File: config.mk
export PLATFORM = sky130hd
export DESIGN_NAME = display_scan_driver
export DESIGN_NICKNAME = d
export VERILOG_FILES = /design/src/rtl/display_scan_driver.sv
export SDC_FILE = /design/constraint.sdc
export NUM_CORES = 1
export LEC_CHECK = 0
export CORE_AREA = 2 2 73 75
export DETAILED_ROUTE_END_ITERATION = 6
export DIE_AREA = 0 0 75 77
export HOLD_SLACK_MARGIN = 0.08
export PLACE_DENSITY = 0.58
export SLEW_MARGIN = 20
export SYNTH_ARGS = -nofsm -noshare
export SYNTH_HDL_FRONTEND = slang
export SYNTH_SLANG_ARGS = --single-unit
File: constraint.sdc
create_clock -name clk -period 3.14 [get_ports clk]
set_input_delay 0.628 -clock clk [delete_from_list [all_inputs] [get_ports clk]]
set_output_delay 0.628 -clock clk [all_outputs]
set_load 0.01 [all_outputs]
File: src/rtl/display_scan_driver.sv
`timescale 1ns/1ps
// display_scan_driver
// Time-multiplexed driver for a two-digit common-anode seven-segment display.
// A captured 4-bit value (0-15) is split into a tens flag and a units digit.
// The two anodes alternate every REFRESH_DIV clocks, and every switch is
// separated by one fully blanked guard cycle so no ghosting reaches the
// other digit. All outputs come straight from flops.
module display_scan_driver #(
  parameter int unsigned REFRESH_DIV   = 100000,
  parameter bit          BLANK_LEADING = 1'b1
) (
  input  logic       clk,
  input  logic       rst,
  input  logic [3:0] value,
  input  logic       load,
  output logic [1:0] an,
  output logic [6:0] seg,
  output logic       slot
);

  localparam int               CNT_W     = 24;
  localparam logic [CNT_W-1:0] CNT_LAST  = CNT_W'(REFRESH_DIV - 1);
  localparam logic [CNT_W-1:0] CNT_ONE   = CNT_W'(1);
  localparam logic [6:0]       SEG_BLANK = 7'b1111111;
  localparam logic [1:0]       AN_OFF    = 2'b11;
  localparam logic [1:0]       AN_UNITS  = 2'b10;
  localparam logic [1:0]       AN_TENS   = 2'b01;

  typedef enum logic {
    ST_UNITS = 1'b0,
    ST_TENS  = 1'b1
  } state_t;

  state_t           state_q, state_d;
  logic [3:0]       cap_q, cap_d;
  logic [CNT_W-1:0] cnt_q, cnt_d;
  logic [1:0]       an_q, an_d;
  logic [6:0]       seg_q, seg_d;

  logic             tick;
  logic             tensDigit;
  logic [3:0]       unitsDigit;

  // Active-low segment pattern {g,f,e,d,c,b,a} for a decimal digit.
  function automatic logic [6:0] encDigit(input logic [3:0] d);
    logic [6:0] s;
    case (d)
      4'd0:    s = 7'b1000000;
      4'd1:    s = 7'b1111001;
      4'd2:    s = 7'b0100100;
      4'd3:    s = 7'b0110000;
      4'd4:    s = 7'b0011001;
      4'd5:    s = 7'b0010010;
      4'd6:    s = 7'b0000010;
      4'd7:    s = 7'b1111000;
      4'd8:    s = 7'b0000000;
      4'd9:    s = 7'b0010000;
      default: s = SEG_BLANK;
    endcase
    return s;
  endfunction

  // Split the captured value into tens (0 or 1) and units (0-9); both digits
  // always come from the same capture so the display is never torn.
  always_comb begin
    tensDigit  = (cap_q >= 4'd10);
    unitsDigit = tensDigit ? (cap_q - 4'd10) : cap_q;
  end

  // Refresh timing: tick marks the last cycle of a slot and is the guard cycle.
  always_comb begin
    tick  = (cnt_q == CNT_LAST);
    cnt_d = tick ? '0 : (cnt_q + CNT_ONE);
    cap_d = load ? value : cap_q;
  end

  // Next slot and next anode/segment drive; the guard blanks on every switch.
  always_comb begin
    state_d = state_q;
    an_d    = AN_OFF;
    seg_d   = SEG_BLANK;
    if (tick) begin
      state_d = (state_q == ST_UNITS) ? ST_TENS : ST_UNITS;
    end else if (state_q == ST_UNITS) begin
      an_d  = AN_UNITS;
      seg_d = encDigit(unitsDigit);
    end else if (!(BLANK_LEADING && !tensDigit)) begin
      an_d  = AN_TENS;
      seg_d = encDigit({3'b000, tensDigit});
    end
  end

  // Scan FSM plus capture, counter and output registers; reset blanks at once.
  always_ff @(posedge clk or posedge rst) begin
    if (rst) begin
      state_q <= ST_UNITS;
      cap_q   <= 4'd0;
      cnt_q   <= '0;
      an_q    <= AN_OFF;
      seg_q   <= SEG_BLANK;
    end else begin
      state_q <= state_d;
      cap_q   <= cap_d;
      cnt_q   <= cnt_d;
      an_q    <= an_d;
      seg_q   <= seg_d;
    end
  end

  assign an   = an_q;
  assign seg  = seg_q;
  assign slot = (state_q == ST_TENS);

endmodule

==> results.yml, run 1 <==
final_layout:
  final-seq-area_um2: 962
  fillers: 469
  finalInstanceArea_um2: 2240
  syn2layout_area_growth_pct: 17.0
  design.final.nets: 213
  multi_input_comb_area_um2: 900
  antennaDiodeCount: 0
  post_route_cells_drive_above_1_share_pct: 15.8
  fin_util_pct: 45.0
timing:
  setup-tns-final_ns: 0
  hold_fails_final_rpt: 0
  slew-limit-headroom_pct: 56.8
  finalClockSkew_ns: 0.00527
  holdWs_ns: 0.475
  unrepaired_setup_endpoints_after_global_routing: "false"
  max_clock_freq_mhz: 493
  setup_violations: 0
  report.final.slew_viol_count: 0
  min_period_over_period_pct: 64.6
  worstMarginPinSlew_ns: 0.646
  period_minus_slack_ns: 2.03
floorplan:
  initial_core_util_pct: 38.5
  fp-row-count: 26
  io_pins: 17
  die_width_um: 75
  die_h_um: 77
  fp.dieArea_um2: 5780
  design.core.area_um2: 4980
synth:
  yosys.area.top_type: "dfrtp_1"
  syn-cell-area_um2: 1920
  post_synth_inst_count: 180
  ys_seq_elements: 38
  fraction_of_synthesized_cell_area_taken_by_the_top_area_cell_type_pct: 37.9
  post_synth_num_cell_types: 44
  synth_enable_flop_cells: 0
  ys_async_sr_fraction_pct: 100
  ys.warnings.count: 0
  syn-mean-instance-area_um2: 10.6
  synth.area.top_cells: "dfrtp_1 (38%), dfstp_2 (12%), xnor2_1 (7.8%), nand3_1 (3.7%), ha_1 (3.3%)"
  synth_seq_area_share_pct: 50.2
  synth-main-ff-cell: "dfrtp_1"
  postSynthNetCount: 192
clocking:
  clock_tree_from_tritoncts: "done"
  clock_tree.root_cell: "clkbuf_8"
  insertion_delay_ns: 0.29
  cts_buffers: 5
  post_cts.repair.setup_buffers: 0
  clkSinkCount: 38
  clk_pin_slew_ns: 0.07
  clock_path_buffers: 2
  post_cts_resize_count: 0
  ctsHoldBuffers: 0
  cts-htree-levels: 2
global_routing:
  largest_net_degree_at_the_start_of_global_routing: 39
  globalRouteOverflowTotal: 0
  grt_pass1_vias: 1362
  grt_util_all_layers_pct: 14.5
  global_route_wire_length_before_repair_mm: 6.44
  antenna_found_initial: 0
route:
  route.vias.total: 1360
  detail_route.wl_per_cell_um: 13.3
  postRouteWirelength_mm: 3.61
  drcViolationCount: 0
  detailedRoute.firstIterationViolations: 69
  final_antenna_net_count: 0
  drt-vias-per-instance: 5.00
  drtPass1Iterations: 4
worst_setup_path:
  cell_by_cell_listing_of_the_critical_path: "clkdlybuf4s50_1"
  path_buf_inv: 1
  highest_fanout_seen_on_the_critical_path: 7
  crit_path_arrival_time_ns: 1.40
  cp-start-kind: "flip-flop"
  worst_path_largest_cell_delay_ns: 0.60
  worstSetupPathType: "reg2out"
  timing.critical_path.required_ns: 2.51
  cp_top_family: "buffers and inverters"
  setup.worst_path.end_class: "output pin"
  crit_slowest_cell: "clkdlybuf4s50_1"
power_and_ir_drop:
  static-leakage-power_nw: 1.01
  power-per-cell-area_nw_per_um2: 459
  power.ir.vdd_worst_mv: 0.159
flow_run:
  cap_viol_max_count: 0
run_status:
  run_status: "completed"
place:
  hpwlAfterDp_mm: 2.54
  placedInstanceArea_um2: 2150
  io_buffers: 16
  finalWeightedCongestion: 0.837
hold_path:
  holdCritPathClass: "reg2reg"
[synthesized netlist by cell type (2+ instances only)]
master / instances
ha_1: 5
or3_2: 2
nor4_1: 6
inv_1: 9
a21oi_1: 4
nand4_1: 6
o21bai_1: 2
nand3_1: 14
xor2_1: 6
or2_2: 2
nor2_1: 13
and4_2: 2
o21ai_0: 6
xnor2_1: 17
dfstp_2: 9
a21boi_0: 2
a21o_1: 3
dfrtp_1: 29
nor3_1: 2
nand2_1: 16
o32ai_1: 2
[worst paths after layout]
check / startpoint / depth (start not counted) / slack, ns / to
setup / recovery: slot / 1 / 1.11 / slot
hold / removal: cnt_q[23] / 1 / 0.48 / cnt_q[23]
setup reg to reg: cnt_q[0] / 5 / 1.12 / cnt_q[1]
hold reg to reg: cnt_q[23] / 1 / 0.48 / cnt_q[23]
max in group asynchronous: rst / 3 / 2.04 / seg[6]
min in group asynchronous: rst / 3 / 0.76 / cnt_q[5]
[registers in the layout (all words and copies together), names as in the netlist]
name	cells
seg	7
an	2
cap_q	4
slot	1
cnt_q	24
[cell families after synthesis]
kind of cell	after synthesis	share of synthesized area (%)
buffers and inverters	12	2.81
XOR/XNOR	24	11.4
AND/OR/NAND/NOR	75	22.7
multiplexers	1	0.523
adder cells (fa/ha/maj)	5	3.27
flip-flops	38	50.2
AO/OA/AOI/OAI	25	9.08
[final cells by class]
class,instances,area share (%)
clock buffers,7,3.85
well taps,70,3.91
multi-input cells,130,40.1
inverters,9,1.51
repair buffers,17,7.48
flip-flops and latches,38,42.9
clock inverters,1,0.223
[per-stage QoR]
step           std cells  setup slack [ns]  total power [mW]
6_report             272              1.11              1.03
3_5_place_dp         264              1.11             0.692
2_1_floorplan        180              1.36             0.631
5_1_grt              272             0.953              1.09
3_3_place_gp         264              1.14             0.694
4_1_cts              272              1.08              1.05
[cell usage in the layout (no fill, tap or decap), types with 2 or more instances in the layout]
| cell type | synthesis | layout |
|---|---|---|
| ha_1 | 5 | 5 |
| and4_2 | 2 | 2 |
| nand4_1 | 6 | 6 |
| o32ai_1 | 2 | 2 |
| nor4_1 | 6 | 6 |
| dfstp_2 | 9 | 9 |
| a21boi_0 | 2 | 2 |
| nor2_1 | 13 | 13 |
| o21ai_0 | 6 | 6 |
| a21o_1 | 3 | 3 |
| xnor2_1 | 17 | 17 |
| clkdlybuf4s50_1 | 0 | 16 |
| or2_2 | 2 | 2 |
| clkbuf_8 | 0 | 6 |
| o21bai_1 | 2 | 2 |
| xor2_1 | 6 | 6 |
| nand3_1 | 14 | 14 |
| a21oi_1 | 4 | 4 |
| or3_2 | 2 | 2 |
| nor3_1 | 2 | 2 |
| inv_1 | 9 | 9 |
| nand2_1 | 16 | 16 |
| dfrtp_1 | 29 | 29 |
[per-layer routing]
metal | vias to the layer above | wire length (µm) | track usage (%) | share of wire (%)
met5 | - | 0 | 0 | 0
met4 | 0 | 16 | 5.18 | 0.44
met3 | 2 | 147 | 4.73 | 4.1
met2 | 20 | 1720 | 21.4 | 48
met1 | 665 | 1730 | 19.9 | 48
li1 | 673 | - | - | -
[power by group]
part | internal [mW] | total (mW) | switching (mW)
Clock | 0.177 | 0.347 | 0.170
Combinational | 0.0749 | 0.146 | 0.0707
Sequential | 0.523 | 0.537 | 0.0140
Total | 0.776 | 1.03 | 0.254
Note: power is estimated with default switching activity, not from simulation.
==> run 2, diff against run 1 <==
==> constraint.sdc (replaced) <==
create_clock -name clk -period 2.1 [get_ports clk]
set_input_delay 0.42 -clock clk [delete_from_list [all_inputs] [get_ports clk]]
set_output_delay 0.42 -clock clk [all_outputs]
set_load 0.01 [all_outputs]
==> results.yml, run 2 (same netlist as run 1, synthesis figures left out) <==
floorplan:
  die_h_um: 77
  fp.dieArea_um2: 5780
  die_width_um: 75
  fp-row-count: 26
  io_pins: 17
  initial_core_util_pct: 38.5
  design.core.area_um2: 4980
timing:
  report.final.slew_viol_count: 0
  min_period_over_period_pct: 91.2
  hold_fails_final_rpt: 0
  setup_violations: 0
  final.setup.worst_slack_ns: 0.185
  worstMarginPinSlew_ns: 0.485
  slew-limit-headroom_pct: 67.6
  setup-tns-final_ns: 0
  max_clock_freq_mhz: 522
  finalClockSkew_ns: 0.0149
  period_minus_slack_ns: 1.92
  unrepaired_setup_endpoints_after_global_routing: "false"
worst_setup_path:
  crit_path_arrival_time_ns: 2.13
  reg2regPathDepth: 6
  timing.critical_path.required_ns: 2.32
  highest_fanout_seen_on_the_critical_path: 7
  setup.worst_path.end_class: "flip-flop"
  worstSetupPathType: "reg2reg"
  cp-start-kind: "flip-flop"
run_status:
  run_status: "completed"
clocking:
  insertion_delay_ns: 0.30
  cts-htree-levels: 2
  clk_pin_slew_ns: 0.08
  clock_tree_from_tritoncts: "done"
  clock_path_buffers: 2
  cts_buffers: 5
  clkSinkCount: 38
  clock_tree.root_cell: "clkbuf_8"
  post_cts.repair.setup_buffers: 0
global_routing:
  grt_pass1_vias: 1373
  largest_net_degree_at_the_start_of_global_routing: 39
  global_route_wire_length_before_repair_mm: 6.57
  grt_util_all_layers_pct: 14.7
  globalRouteOverflowTotal: 0
  antenna_found_initial: 0
final_layout:
  antennaDiodeCount: 0
  post_route_cells_drive_above_1_share_pct: 18.4
  layout_common_cells: "dfrtp_1 (28), xnor2_1 (17), nand2_1 (16), clkdlybuf4s50_1 (16), nand3_1 (14)"
  fillers: 473
  syn2layout_area_growth_pct: 18.6
  largest_register_ff_count: 24
  final_common_cell: "dfrtp_1"
  register_name_with_the_most_flops: "cnt_q"
  design.final.nets: 218
route:
  drtPass1Iterations: 4
  detailedRoute.firstIterationViolations: 137
  route.met3.wl_um: 146
  postRouteWirelength_mm: 3.79
  route.vias.total: 1389
  detail_route.wl_per_cell_um: 13.7
  final_antenna_net_count: 0
  detail_route.wirelength.met1_mm: 1.92
  drt-vias-per-instance: 5.01
  routed-wl-met2_mm: 1.67
  highest_layer: "met4"
  drcViolationCount: 0
place:
  hpwlAfterDp_mm: 2.74
  dp_slack_ns: 0.142
  finalWeightedCongestion: 0.870
  io_buffers: 16
power_and_ir_drop:
  power-per-cell-area_nw_per_um2: 668
  internal_power_mw: 1.13
  power_switching_mw: 0.388
  static-leakage-power_nw: 1.03
  sequentialPowerShare_pct: 52.7
  switching_part_of_the_total_pct: 25.6
  power.clock.fraction_pct: 32.2
  power.ir.vdd_worst_mv: 0.248
  power.combinational.fraction_pct: 15.1
hold_path:
  holdCritPathClass: "reg2reg"
  min_path_cells: 1
flow_run:
  cap_viol_max_count: 0
run 2: cell types whose count changed in the layout (fill, tap and decap cells not counted):
cell | before | now
clkinv_2 | 1 | 2
dfrtp_2 | 0 | 1
clkbuf_8 | 6 | 5
buf_4 | 1 | 6
dfrtp_1 | 29 | 28
run 2: worst paths after layout:
kind	start	to	slack, ns
worst min register to register	cnt_q[0]	cnt_q[0]	0.50
worst min-delay path	cnt_q[0]	cnt_q[0]	0.50
worst max-delay path	cap_q[1]	seg[5]	0.18
min in group asynchronous	rst	cnt_q[18]	0.54
max in group asynchronous	rst	cap_q[1]	1.18
worst max register to register	cap_q[1]	seg[5]	0.18
run 2: layout make-up:
type                    count  area, µm²  area share, %
flip-flops and latches     38        963           42.4
repair buffers             22        205           9.03
clock inverters             2       10.0          0.441
clock buffers               6       72.6           3.19
multi-input cells         130        900           39.6
inverters                   9       33.8           1.49
well taps                  70       87.6           3.85
run 2: layer usage:
layer / vias to the layer above / GRT usage [%]
met5: - / 0
met4: 0 / 4.29
met3: 6 / 4.73
met2: 21 / 20.0
met1: 675 / 22.1
li1: 687 / -
run 2: repair_timing:
action	4_1_cts	5_1_grt
endpoints found under the hold margin	0	0
hold buffers	0	0
setup endpoints to repair	0	1
gates resized for setup	0	1
run 2: power by group through the flow:
stage | clock network [mW] | registers (mW) | logic, mW
2_1_floorplan | 0 | 0.827 | 0.116
3_3_place_gp | 0 | 0.815 | 0.231
3_5_place_dp | 0 | 0.814 | 0.228
4_1_cts | 0.506 | 0.800 | 0.230
5_1_grt | 0.537 | 0.805 | 0.252
6_report | 0.489 | 0.800 | 0.229
run 2: critical path: stages (launching register included):
cell and delay (ns):
dfrtp_2 0.42, inv_1 0.12, ha_1 0.40, nand2_1 0.12, a21boi_0 0.21, a221oi_1 0.13, or3_2 0.45
run 2: stage by stage:
| step | instances | cell area (µm²) | total power, mW | util [%] | hold slack [ns] |
|---|---|---|---|---|---|
| after floorplan | 180 | 1920 | 0.943 | - | 0.447 |
| after global placement | 269 | 2190 | 1.05 | 44.0 | 0.465 |
| after detailed placement | 269 | 2190 | 1.04 | 44.0 | 0.486 |
| after CTS | 277 | 2270 | 1.54 | 45.6 | 0.498 |
| after global routing | 277 | 2270 | 1.59 | 45.7 | 0.524 |
| final | 277 | 2270 | 1.52 | 45.7 | 0.495 |
